[config.mk]
export PLATFORM = sky130hd
export DESIGN_NAME = mem_pipelined_be_flat
export DESIGN_NICKNAME = d
export VERILOG_FILES = /design/src/rtl/mem_pipelined_be_if.sv /design/src/rtl/mem_pipelined_be.sv /design/src/flat_wrapper.sv
export SDC_FILE = /design/constraint.sdc
export NUM_CORES = 1
export LEC_CHECK = 0
export CORE_AREA = 2 2 193 195
export DETAILED_ROUTE_END_ITERATION = 8
export DIE_AREA = 0 0 195 197
export GPL_TIMING_DRIVEN = 0
export PLACE_DENSITY = 0.78
export SLEW_MARGIN = 0
export SYNTH_ARGS = -nofsm -noshare
export SYNTH_HDL_FRONTEND = slang
export SYNTH_SLANG_ARGS = --single-unit
[constraint.sdc]
create_clock -name clk -period 4 [get_ports clk]
set_clock_uncertainty 0.05 [all_clocks]
set_input_delay 0.4 -clock clk [delete_from_list [all_inputs] [get_ports clk]]
set_output_delay 0.4 -clock clk [all_outputs]
set_load 0.03 [all_outputs]
[src/rtl/mem_pipelined_be_if.sv]
// Request/response bundle for mem_pipelined_be.
// slave: memory side; master: requester side.
interface mem_pipelined_be_if #(
  parameter int ADDR_WIDTH = 4,
  parameter int DATA_WIDTH = 32
);
  localparam int NB = DATA_WIDTH / 8;

  logic                  EN;
  logic                  wr_en;
  logic                  rd_en;
  logic [ADDR_WIDTH-1:0] add;
  logic [DATA_WIDTH-1:0] Data_in;
  logic [NB-1:0]         byte_en;
  logic                  valid_out;
  logic [DATA_WIDTH-1:0] Data_out;
  logic                  busy;
  logic                  err;

  modport slave (
    input  EN, wr_en, rd_en, add, Data_in, byte_en,
    output valid_out, Data_out, busy, err
  );

  modport master (
    output EN, wr_en, rd_en, add, Data_in, byte_en,
    input  valid_out, Data_out, busy, err
  );
endinterface

[src/rtl/mem_pipelined_be.sv]
// Byte-enable RAM with pipelined reads and optional zero sweep.
// Ports: clk, rst (async low), bus (requests in; valid_out/Data_out/busy/err out).
module mem_pipelined_be #(
  parameter int ADDR_WIDTH    = 4,
  parameter int DATA_WIDTH    = 32,
  parameter int RD_LATENCY    = 1,
  parameter int RDW_MODE      = 0,
  parameter int INIT_ON_RESET = 1
) (
  input logic               clk,
  input logic               rst,
  mem_pipelined_be_if.slave bus
);
  localparam int DEPTH = 2 ** ADDR_WIDTH;
  localparam int NB    = DATA_WIDTH / 8;

  typedef logic [DATA_WIDTH-1:0] word_t;
  typedef enum logic {ST_INIT, ST_IDLE} state_e;

  state_e                state_q, state_d;
  logic [ADDR_WIDTH-1:0] cnt_q, cnt_d;
  word_t                 mem_q [DEPTH];
  logic [RD_LATENCY-1:0] vld_q;
  word_t                 dat_q [RD_LATENCY];
  logic                  err_q;

  logic  idle, req, wr_acc, rd_acc;
  word_t old_w, merged_w, rd_w;

  always_comb begin
    state_d = state_q;
    cnt_d   = cnt_q;
    unique case (state_q)
      ST_INIT: begin
        cnt_d = cnt_q + 1'b1;
        if (&cnt_q) state_d = ST_IDLE;
      end
      ST_IDLE: state_d = ST_IDLE;
    endcase
  end

  always_ff @(posedge clk or negedge rst) begin
    if (!rst) begin
      state_q <= (INIT_ON_RESET != 0) ? ST_INIT : ST_IDLE;
      cnt_q   <= '0;
      err_q   <= 1'b0;
    end else begin
      state_q <= state_d;
      cnt_q   <= cnt_d;
      err_q   <= req & ~idle;
    end
  end

  assign idle   = (state_q == ST_IDLE);
  assign req    = bus.EN & (bus.wr_en | bus.rd_en);
  assign wr_acc = idle & bus.EN & bus.wr_en;
  assign rd_acc = idle & bus.EN & bus.rd_en;
  assign old_w  = mem_q[bus.add];

  always_comb begin
    merged_w = old_w;
    for (int i = 0; i < NB; i++) begin
      if (bus.byte_en[i]) merged_w[8*i +: 8] = bus.Data_in[8*i +: 8];
    end
  end

  // Write-first forwards the merged word; otherwise the pre-write word.
  assign rd_w = ((RDW_MODE != 0) && wr_acc) ? merged_w : old_w;

  // Array is never reset; the sweep clears it one word per edge.
  always_ff @(posedge clk) begin
    if (!idle) mem_q[cnt_q] <= '0;
    else if (wr_acc) mem_q[bus.add] <= merged_w;
  end

  // Data stages only load behind a valid so the last one holds.
  always_ff @(posedge clk or negedge rst) begin
    if (!rst) begin
      vld_q <= '0;
      for (int j = 0; j < RD_LATENCY; j++) dat_q[j] <= '0;
    end else begin
      vld_q[0] <= rd_acc;
      if (rd_acc) dat_q[0] <= rd_w;
      for (int j = 1; j < RD_LATENCY; j++) begin
        vld_q[j] <= vld_q[j-1];
        if (vld_q[j-1]) dat_q[j] <= dat_q[j-1];
      end
    end
  end

  assign bus.valid_out = vld_q[RD_LATENCY-1];
  assign bus.Data_out  = dat_q[RD_LATENCY-1];
  assign bus.busy      = ~idle;
  assign bus.err       = err_q;
endmodule

[src/flat_wrapper.sv]
// flat-port wrapper written by rule: the top's interface ports become plain ports
module mem_pipelined_be_flat 
#(
  parameter int ADDR_WIDTH    = 4,
  parameter int DATA_WIDTH    = 32,
  parameter int RD_LATENCY    = 1,
  parameter int RDW_MODE      = 0,
  parameter int INIT_ON_RESET = 1
)
  (clk, rst, bus_EN, bus_wr_en, bus_rd_en, bus_add, bus_Data_in, bus_byte_en, bus_valid_out, bus_Data_out, bus_busy, bus_err);
  mem_pipelined_be_if #(.ADDR_WIDTH(ADDR_WIDTH), .DATA_WIDTH(DATA_WIDTH)) bus_i ();
  input logic clk;
  input logic rst;
  input wire logic [$bits(bus_i.EN)-1:0] bus_EN;
  input wire logic [$bits(bus_i.wr_en)-1:0] bus_wr_en;
  input wire logic [$bits(bus_i.rd_en)-1:0] bus_rd_en;
  input wire logic [$bits(bus_i.add)-1:0] bus_add;
  input wire logic [$bits(bus_i.Data_in)-1:0] bus_Data_in;
  input wire logic [$bits(bus_i.byte_en)-1:0] bus_byte_en;
  output wire logic [$bits(bus_i.valid_out)-1:0] bus_valid_out;
  output wire logic [$bits(bus_i.Data_out)-1:0] bus_Data_out;
  output wire logic [$bits(bus_i.busy)-1:0] bus_busy;
  output wire logic [$bits(bus_i.err)-1:0] bus_err;
  assign bus_i.EN = bus_EN;
  assign bus_i.wr_en = bus_wr_en;
  assign bus_i.rd_en = bus_rd_en;
  assign bus_i.add = bus_add;
  assign bus_i.Data_in = bus_Data_in;
  assign bus_i.byte_en = bus_byte_en;
  assign bus_valid_out = bus_i.valid_out;
  assign bus_Data_out = bus_i.Data_out;
  assign bus_busy = bus_i.busy;
  assign bus_err = bus_i.err;
  mem_pipelined_be #(.ADDR_WIDTH(ADDR_WIDTH), .DATA_WIDTH(DATA_WIDTH), .RD_LATENCY(RD_LATENCY), .RDW_MODE(RDW_MODE), .INIT_ON_RESET(INIT_ON_RESET)) u_core (.clk(clk), .rst(rst), .bus(bus_i));
endmodule
==> impl_results.md, run 1 <==
- FF/Latch Area: 16400 um2
- Clock Latency Late Sink: about 0.6 ns
- Pwr dens: 489 nW/um2
- Distinct cells, synth: 32
- Number of synthesized flops with an enable pin: approximately 500
- Worst-Margin Slew: 1.16 ns
- Number of detailed-route iterations in the first pass: 8
- Total of max-cap violations: 0
- Area contributors post-synth: edfxtp_1 (71%), mux2i_1 (8.9%), dfrtp_1 (4.5%)
- Avg Cell Area, Syn: about 18 um2
- Nature of the critical path startpoint: flip-flop
- DRC violations left: 0
- Flop pwr share: 52.0%
- Clock power share: 40.5%
- Die ar.: between 30000 and 40000 um2
- Lkg Pwr: about 8.9 nW
- Post-CTS Resized: 0
- # Post-CTS Setup Buffers: 0
- Tmin final: approximately 3.6 ns
- Worst slack, placed: -0.0660 ns
- Placer Congestion: between 0.7 and 0.8
- # fillers: 2245
- Ant. Diodes: 0
- Status: finished clean
- Global route overflow: 0
- Combinational power share: under 10%
- Global-route wire length before repair: around 78000 um
- Ys async rst share: 7.08%
- Area Overhead vs Synth: 17.0%
- Switching pwr: around 2.7 mW
- CTS buffer count: 53
- Dominant cell type by area after synthesis: edfxtp_1
- Pins Over Slew Limit: 0
- Routed length per instance: about 28 um
- H-Tree Depth: 2
- Antenna violations before repair: 0
- CTS tree: done
- VDD IR-drop max: between 0.3 and 0.4 mV
- Routed wl met2: roughly 26000 um
- Met1 WL: approximately 20000 um
- WP data arrival: a little under 4 ns
- Mapped Area: between 20000 and 25000 um2
- Fin area: between 20000 and 30000 um2
- Number of global-route vias before repair: around 12000
- Area of the multi-input gates: a little under 5000 um2
- Iter 0 DRT Violations: 1416
- Max Used Layer: met4
- Clock transition at path regs: roughly 0.07 ns
- DRT Wirelength: roughly 53000 um
- Tightest Hold Check Type: primary input to async pin
- Post-CTS Hold Buffers: 1
- Fraction of layout cells with a size suffix above 1: around 14%
- Row cnt: 70
- Maximum buffer depth of the clock tree: 3
- Met3 wire len: ~4600 um
- Setup TNS after final layout: 0 ns
- Top-count cell post-synth: edfxtp_1
- Chip height: ~200 um
- Global Route Usage Sum: roughly 28%
- Final nets: between 1000 and 1500
- Worst EP required: 4.25 ns
- Pin count of the biggest net entering global routing: 28
- Core ar.: between 30000 and 40000 um2
- Post-DR vias/cell: roughly 6.6
- Critical path class: flip-flop to flip-flop
- Max Clk Rate: between 200 and 300 MHz
- Worst slew margin: 22.6%
- Post-synthesis register bit count: 551
- Horiz. Die Dim: around 200 um
- Final worst slack: 0.381 ns
- Yosys warns: 0
- Port bufs: between 70 and 80
- Dpl hpwl: around 34000 um
- Core Util, Final: between 60% and 70%
- Int Pwr: between 9 and 10 mW
- Post-DRT Antenna Nets: 0
- CTS root buf: clkbuf_16
- Final period utilization: between 90 and 100%
- Routed via count: 12200
- RSZ-0062 raised after global routing: false
- Worst R2R Path Depth: 7
- Top cells by count, synth: edfxtp_1 (512), mux2i_1 (192), a21oi_1 (66), nor2_1 (50), dfrtp_1 (39)
- CP endpoint kind: flip-flop
- Post-synth top flop: edfxtp_1
- Mapped Nets: 1244
- Yosys top cell area share: between 70% and 80%
- Final setup fails: 0
- Ports: 80
- Seq/Total Area, Yosys: 75.8%
- Switch share: about 22%
- Num Clock Sinks: approximately 550
- Placement Cell Area: 23500 um2
- Post-Synthesis Cells: roughly 1200
- CP Max Fanout: 22
- Initial Util: ~59%
- Final Hold Fails: 0
-- per-layer routing --
metal	global-route usage, %	vias to the layer above
li1	-	5159
met1	37.0	6200
met2	46.0	742
met3	4.77	130
met4	12.4	0
met5	0	-
-- state kept, by name, summed over array words and instances, names as in the netlist --
signal                flops
u_core.bus.Data_out      32
u_core.bus.err            1
u_core.bus.valid_out      1
u_core.cnt_q              4
u_core.idle               1
u_core.mem_q            512
-- power by group through the flow --
stage | sequential (mW) | combinational, mW | clock, mW
global route | 6.43 | 0.977 | 5.22
finish | 6.42 | 0.926 | 5.00
global placement | 6.54 | 0.878 | 0
detailed placement | 6.54 | 0.918 | 0
floorplan | 6.64 | 0.435 | 0
CTS | 6.42 | 0.924 | 5.01
-- placed cells by master (no fill, tap or decap), types with 3 or more instances in the layout --
cell	count
a2bb2oi_1	32
nor2_4	16
clkbuf_16	53
nand3_1	4
a221o_1	32
edfxtp_1	512
a21oi_1	66
bufinv_16	3
a32oi_1	4
clkbuf_1	42
inv_1	9
nor2b_1	3
clkinv_1	8
mux4_2	32
nor2_1	34
clkinv_2	6
dfrtp_1	39
buf_2	24
o21ai_0	32
xnor2_1	3
mux2i_1	192
buf_16	11
clkdlybuf4s50_1	76
nand2_1	34
buf_6	13
buf_12	6
buf_4	9
a222oi_1	32
clkbuf_8	13
o21ai_1	32
-- final timing paths --
kind	start	end	slack [ns]
setup reg to reg	u_core.idle$_DFF_PN0_	u_core.mem_q[8][11]$_DFFE_PP_	0.38
max in group asynchronous	rst	u_core.bus.Data_out[5]$_DFFE_PN0P_	3.16
hold reg to reg	u_core.bus.Data_out[24]$_DFFE_PN0P_	u_core.bus.Data_out[24]$_DFFE_PN0P_	0.43
hold / removal	rst	u_core.bus.Data_out[12]$_DFFE_PN0P_	0.21
min in group clk	bus_EN	u_core.bus.err$_DFF_PN0_	0.38
setup / recovery	u_core.idle$_DFF_PN0_	u_core.mem_q[8][11]$_DFFE_PP_	0.38
-- cell type report --
type,instances,area share [%]
Sequential cell,551,64.8
Timing Repair Buffer,95,4.75
Multi-Input combinational cell,559,19.2
Inverter,10,0.149
Tap cell,468,2.32
Buffer,78,1.81
Clock inverter,22,0.838
Clock buffer,78,6.15
-- through the flow --
stage	hold WS [ns]	std cells	power [mW]
5_1_grt	0.255	1861	12.6
2_1_floorplan	0.0544	1198	7.07
4_1_cts	0.214	1861	12.4
3_3_place_gp	0.417	1743	7.42
3_5_place_dp	0.307	1760	7.46
6_report	0.208	1861	12.3
-- worst max-delay path, cell delays in order (launching register included) --
cell      delay [ns]
dfrtp_1         0.32
buf_2           0.21
and3_1          0.18
clkbuf_1        0.54
buf_2           0.41
a32oi_1         0.41
nor2_4          0.95
buf_16          0.24
-- cells by family (layout without fill, tap and decap cells) --
family          Yosys count  count (layout)  synth area share (%)
compound gates          233             233                  7.56
flops                   551             551                  75.8
mux                     225             225                  12.3
fa+ha+maj                 1               1                0.0580
simple gates             97              97                  1.81
buf+inv                  88             283                  2.29
xor+xnor                  3               3                 0.122
No activity file was read; power rests on OpenSTA's default activity.
==> inputs of run 2 (changes only) <==
Settings changed: CTS_CLUSTER_SIZE set to 8, RECOVER_POWER set to 100.
==> impl_results.md, run 2 (synthesized netlist as in run 1, its figures left out) <==
- Status: complete, but fails checks
- Failing checks: max-capacitance violations, max-slew violations
- RSZ-0062 raised after global routing: false
- Final worst slack: 0.157 ns (-0.223 ns)
- Pin count of the biggest net entering global routing: 28 (unchanged)
- Number of detailed-route iterations in the first pass: 6 (-2)
- Most frequent cells in the layout: edfxtp_1 (512), mux2i_1 (192), clkbuf_1 (92)
- VDD IR-drop max: 0.362 mV (+6.4%)
- WP data arrival: 4.01 ns (+0.14 ns)
- Maximum buffer depth of the clock tree: 3 (unchanged)
- Global-route wire length before repair: 81400 um (+4.6%)
- Clock transition at path regs: 0.05 ns (-0.02 ns)
- Post-DRT Antenna Nets: 0 (unchanged)
- DRT Wirelength: 55400 um (+4.8%)
- Global Route Usage Sum: 29.3% (+1.5 points)
- Initial Util: 59.5% (unchanged)
- Pins Over Slew Limit: 28 (+28)
- Core ar.: 36300 um2 (unchanged)
- Ant. Diodes: 0 (unchanged)
- Final setup fails: 0 (unchanged)
- Chip height: 197 um (unchanged)
- Die ar.: 38400 um2 (unchanged)
- Lkg Pwr: 9.11 nW (+2.8%)
- Post-CTS Hold Buffers: 1 (unchanged)
- DRC violations left: 0 (unchanged)
- Final Hold Fails: 0 (unchanged)
- Number of global-route vias before repair: 12900 (+3.9%)
- Row cnt: 70 (unchanged)
- H-Tree Depth: 3 (+1)
- # fillers: 2220 (-1.1%)
- Routed length per instance: 29.1 um (+2.4%)
- Clock Latency Late Sink: 0.60 ns (about the same)
- Max Clk Rate: 260 MHz (-5.8%)
- Num Clock Sinks: 551 (unchanged)
- Critical path class: flip-flop to flip-flop
- Pwr dens: 527 nW/um2 (+7.7%)
- Horiz. Die Dim: 195 um (unchanged)
- Most common cell after layout, fill and taps aside: edfxtp_1
- CTS buffer count: 78 (+47%)
- Tightest Hold Check Type: primary input to flip-flop
- Worst slew margin: -25.9% (-48 points)
- CTS root buf: clkbuf_16
- Worst EP required: 4.17 ns (-0.08 ns)
- Port bufs: 77 (unchanged)
- Dpl hpwl: 33700 um (unchanged)
- CTS tree: done
- CP endpoint kind: flip-flop
- Placer Congestion: 0.793 (unchanged)
- Global route overflow: 0 (unchanged)
- Biggest register: u_core.mem_q
- Tmin final: 3.84 ns (+0.223 ns)
- Setup TNS after final layout: 0 ns (unchanged)
- FF/Latch Area: 16400 um2 (unchanged)
- Post-DR vias/cell: 6.59 (+0.27%)
- Final period utilization: 96.1% (+5.6 points)
- Routed via count: 12600 (+2.6%)
- Nature of the critical path startpoint: flip-flop
- Area of the multi-input gates: 4790 um2 (-0.83%)
- # Post-CTS Setup Buffers: 0 (unchanged)
- Fraction of layout cells with a size suffix above 1: 13.6% (-0.36 points)
- Worst-Margin Slew: 1.89 ns (+0.727 ns)
- CP Max Fanout: 18 (-18%)
- Iter 0 DRT Violations: 1559 (+10%)
- Area Overhead vs Synth: 18.8%
- Largest register FFs: 512 (unchanged)
- Core Util, Final: 70.7% (+1.1 points)
- Total of max-cap violations: 1 (+1)
- Worst slack, placed: -0.0660 ns (unchanged)
- Final nets: 1419 (+1.8%)
- Ports: 80 (unchanged)
- Post-CTS Resized: 0 (unchanged)
- Antenna violations before repair: 0 (unchanged)
## run 2: changes by cell type in the layout (fill, tap and decap cells not counted), moves of 6 or more
cell             change
clkbuf_1            +50
clkbuf_16           +29
clkbuf_8            -13
clkdlybuf4s50_1     -37
clkinv_1             -7
clkinv_2             -6
dlygate4sd3_1       +37
nor2_2               +8
nor2_4               -8
o21ai_0             +29
o21ai_1             -29
## run 2: worst max-delay path, stage by stage (launching register included)
cell	delay (ns)
dfrtp_1	0.32
buf_2	0.22
and3_1	0.19
clkbuf_1	0.55
buf_2	0.42
a32oi_1	0.35
nor2_4	0.72
clkbuf_2	0.62
## run 2: path summary, 6_finish.rpt
check	from	endpoint	slack, ns	cells after the start
worst max-delay path	u_core.idle$_DFF_PN0_	u_core.mem_q[2][2]$_DFFE_PP_	0.16	7
worst min-delay path	bus_EN	u_core.bus.err$_DFF_PN0_	0.38	2
worst max register to register	u_core.idle$_DFF_PN0_	u_core.mem_q[2][2]$_DFFE_PP_	0.16	7
worst min register to register	u_core.bus.Data_out[24]$_DFFE_PN0P_	u_core.bus.Data_out[24]$_DFFE_PN0P_	0.42	2
max in group asynchronous	rst	u_core.bus.Data_out[0]$_DFFE_PN0P_	1.18	3
min in group asynchronous	rst	u_core.bus.Data_out[15]$_DFFE_PN0P_	0.44	2
## run 2: metrics by stage
stage | power, mW | hold WS, ns | area (um2) | std cells
after floorplan | 7.07 | 0.0544 | 21600 | 1198
after global placement | 7.42 | 0.417 | 22900 | 1743
after detailed placement | 7.46 | 0.307 | 23500 | 1760
after CTS | 13.5 | 0.226 | 25800 | 1905
after global routing | 13.8 | 0.403 | 25600 | 1905
final | 13.5 | 0.376 | 25600 | 1905
## run 2: layout make-up
cell class                      instances  share of cell area, %
Sequential cell                       551                   63.8
Timing Repair Buffer                   95                   4.26
Clock buffer                          141                   8.87
Multi-Input combinational cell        559                   18.7
Buffer                                 78                   1.78
Inverter                               10                  0.147
Tap cell                              468                   2.29
Clock inverter                          3                  0.132
## run 2: power by group
part	switching, mW	internal, mW	total, mW	leakage [nW]
clock network	2.37	3.81	6.17	1.10
registers	0.0315	6.40	6.43	5.17
logic	0.582	0.321	0.903	2.84
total	2.98	10.5	13.5	9.11
## run 2: routing by layer
layer / wire, um / track usage (%)
met1: 20800 / 37.6
met2: 27000 / 48.4
met3: 5240 / 6.21
met4: 2310 / 14.1
met5: 0 / 0
==> inputs of run 3 (changes only) <==
Settings changed: CAP_MARGIN set to 30, REMOVE_ABC_BUFFERS set to 1.
==> impl_results.md, run 3 (synthesized netlist as in run 1, its figures left out) <==
- Status: complete, but fails checks
- Failing checks: max-capacitance violations, max-slew violations
- Final Hold Fails: 0 (unchanged)
- Worst slew margin: -9.99% (+16 points)
- Max Clk Rate: 281 MHz (+7.8%)
- Final nets: 1357 (-4.4%)
- Biggest register: u_core.mem_q
- Tightest Hold Check Type: flip-flop to flip-flop
- Total of max-cap violations: 3 (+2)
- Most frequent cells in the layout: edfxtp_1 (512), mux2i_1 (192), clkbuf_16 (78)
- Crit Reg-Reg Startpoint: u_core.idle$_DFF_PN0_
- Chip height: 197 um (unchanged)
- Antenna violations before repair: 0 (unchanged)
- Num Clock Sinks: 551 (unchanged)
- Global Route Usage Sum: 27.1% (-2.2 points)
- CTS buffer count: 78 (unchanged)
- Post-Layout Cell Count: 1840 (-3.4%)
- Global route overflow: 0 (unchanged)
- Pins Over Slew Limit: 55 (+96%)
- DRT Wirelength: 50800 um (-8.2%)
- Final worst slack: 0.435 ns (+0.278 ns)
- CP Max Fanout: 34 (+16)
- Final setup fails: 0 (unchanged)
- Setup TNS after final layout: 0 ns (unchanged)
- Worst-Margin Slew: 1.65 ns (-0.240 ns)
- Horiz. Die Dim: 195 um (unchanged)
- Lkg Pwr: 8.95 nW (-1.7%)
- Critical Path Start: bus_add[3]
- Most common cell after layout, fill and taps aside: edfxtp_1
- Total Power: 13.2 mW (-2.2%)
- RSZ-0062 raised after global routing: false
- Iter 0 DRT Violations: 1382 (-11%)
- Initial Util: 59.5% (unchanged)
- Global-route wire length before repair: 75800 um (-6.8%)
- # Post-CTS Setup Buffers: 0 (unchanged)
- Routed via count: 11900 (-5.0%)
- Nature of the critical path startpoint: primary input
- Largest register FFs: 512 (unchanged)
- Post-DRT Antenna Nets: 0 (unchanged)
- Post-DR vias/cell: 6.48 (-1.6%)
- Clock Latency Late Sink: 0.57 ns (-0.03 ns)
- CP endpoint kind: flip-flop
- Critical path class: primary input to flip-flop
- VDD IR-drop max: 0.340 mV (-6.2%)
- H-Tree Depth: 3 (unchanged)
- Area Overhead vs Synth: 17.7%
- Placer Congestion: 0.713 (-10%)
- Ports: 80 (unchanged)
- Maximum buffer depth of the clock tree: 3 (unchanged)
- Worst EP required: 4.05 ns (-0.12 ns)
- Port bufs: 79 (+2.6%)
- Hold_sp: u_core.bus.Data_out[13]$_DFFE_PN0P_
- Clock transition at path regs: 0.05 ns (about the same)
- Number of global-route vias before repair: 12400 (-4.0%)
- Placement Cell Area: 23300 um2 (-0.67%)
- Row cnt: 70 (unchanged)
- Pwr dens: 521 nW/um2 (-1.3%)
- CTS root buf: clkbuf_16
- Die ar.: 38400 um2 (unchanged)
- Worst slack, placed: 0.258 ns (+0.324 ns)
- Dpl hpwl: 26800 um (-20%)
- Fraction of layout cells with a size suffix above 1: 11.9% (-1.7 points)
- DRC violations left: 0 (unchanged)
- Tmin final: 3.56 ns (-0.278 ns)
- Ant. Diodes: 0 (unchanged)
- Final period utilization: 89.1% (-6.9 points)
- Routed length per instance: 27.6 um (-5.0%)
- Dpl cells: 1695 (-3.7%)
- Fin area: 25400 um2 (-0.94%)
- CTS tree: done
- Number of detailed-route iterations in the first pass: 6 (unchanged)
- WP data arrival: 3.62 ns (-0.39 ns)
- Pin count of the biggest net entering global routing: 69 (+150%)
- Core ar.: 36300 um2 (unchanged)
[run 3: cell count changes in the layout (fill, tap and decap cells not counted), sizes merged]
cell         before  now
buf              58   26
clkbuf          179  147
clkinv            2    4
dlygate4sd3      38   36
inv              11   10
[run 3: final cells by class]
cell class | instances | area, um2
clock buffers | 137 | 2170
clock inverters | 4 | 57.6
fillers | 2251 | 10900
inverters | 10 | 38.8
multi-input cells | 559 | 4810
flip-flops and latches | 551 | 16400
well taps | 468 | 586
repair buffers | 111 | 1360
[run 3: final timing paths]
kind / cells past startpoint / slack [ns] / end
max: 6 / 0.44 / u_core.mem_q[3][6]$_DFFE_PP_
min: 2 / 0.42 / u_core.bus.Data_out[13]$_DFFE_PN0P_
max reg2reg: 4 / 0.49 / u_core.mem_q[13][17]$_DFFE_PP_
min reg2reg: 2 / 0.42 / u_core.bus.Data_out[13]$_DFFE_PN0P_
max in group asynchronous: 3 / 1.40 / u_core.bus.Data_out[8]$_DFFE_PN0P_
min in group asynchronous: 2 / 0.49 / u_core.bus.Data_out[19]$_DFFE_PN0P_
[run 3: per-layer routing]
layer / up-vias / global-route usage, % / share of wire, %
met5: - / 0 / 0
met4: 0 / 11.7 / 3.8
met3: 150 / 4.71 / 8.5
met2: 676 / 46.3 / 51
met1: 5996 / 34.7 / 37
li1: 5108 / - / -
[run 3: repair_timing]
| item | 4_1_cts | 5_1_grt |
|---|---|---|
| hold endpoints to repair | 15 | 0 |
| hold buffers | 1 | 0 |
| gates resized for setup | 0 | 0 |
[run 3: metrics by stage]
stage	utilization (%)	hold WS [ns]
5_1_grt	70.0	0.445
6_report	70.0	0.418
3_5_place_dp	64.2	0.331
4_1_cts	70.4	0.288
2_1_floorplan	-	0.0544
3_3_place_gp	62.0	0.415
[run 3: critical path: stages]
cell and delay (ns):
buf_2 0.35, buf_12 0.27, clkinv_2 0.68, a32oi_1 0.96, nor2_4 0.28, clkbuf_2 0.63
[run 3: report_power, final]
| part | internal [mW] | switching, mW | total (mW) |
|---|---|---|---|
| sequential | 6.40 | 0.0314 | 6.43 |
| combinational | 0.319 | 0.537 | 0.856 |
| clock | 3.65 | 2.27 | 5.92 |
| total | 10.4 | 2.84 | 13.2 |
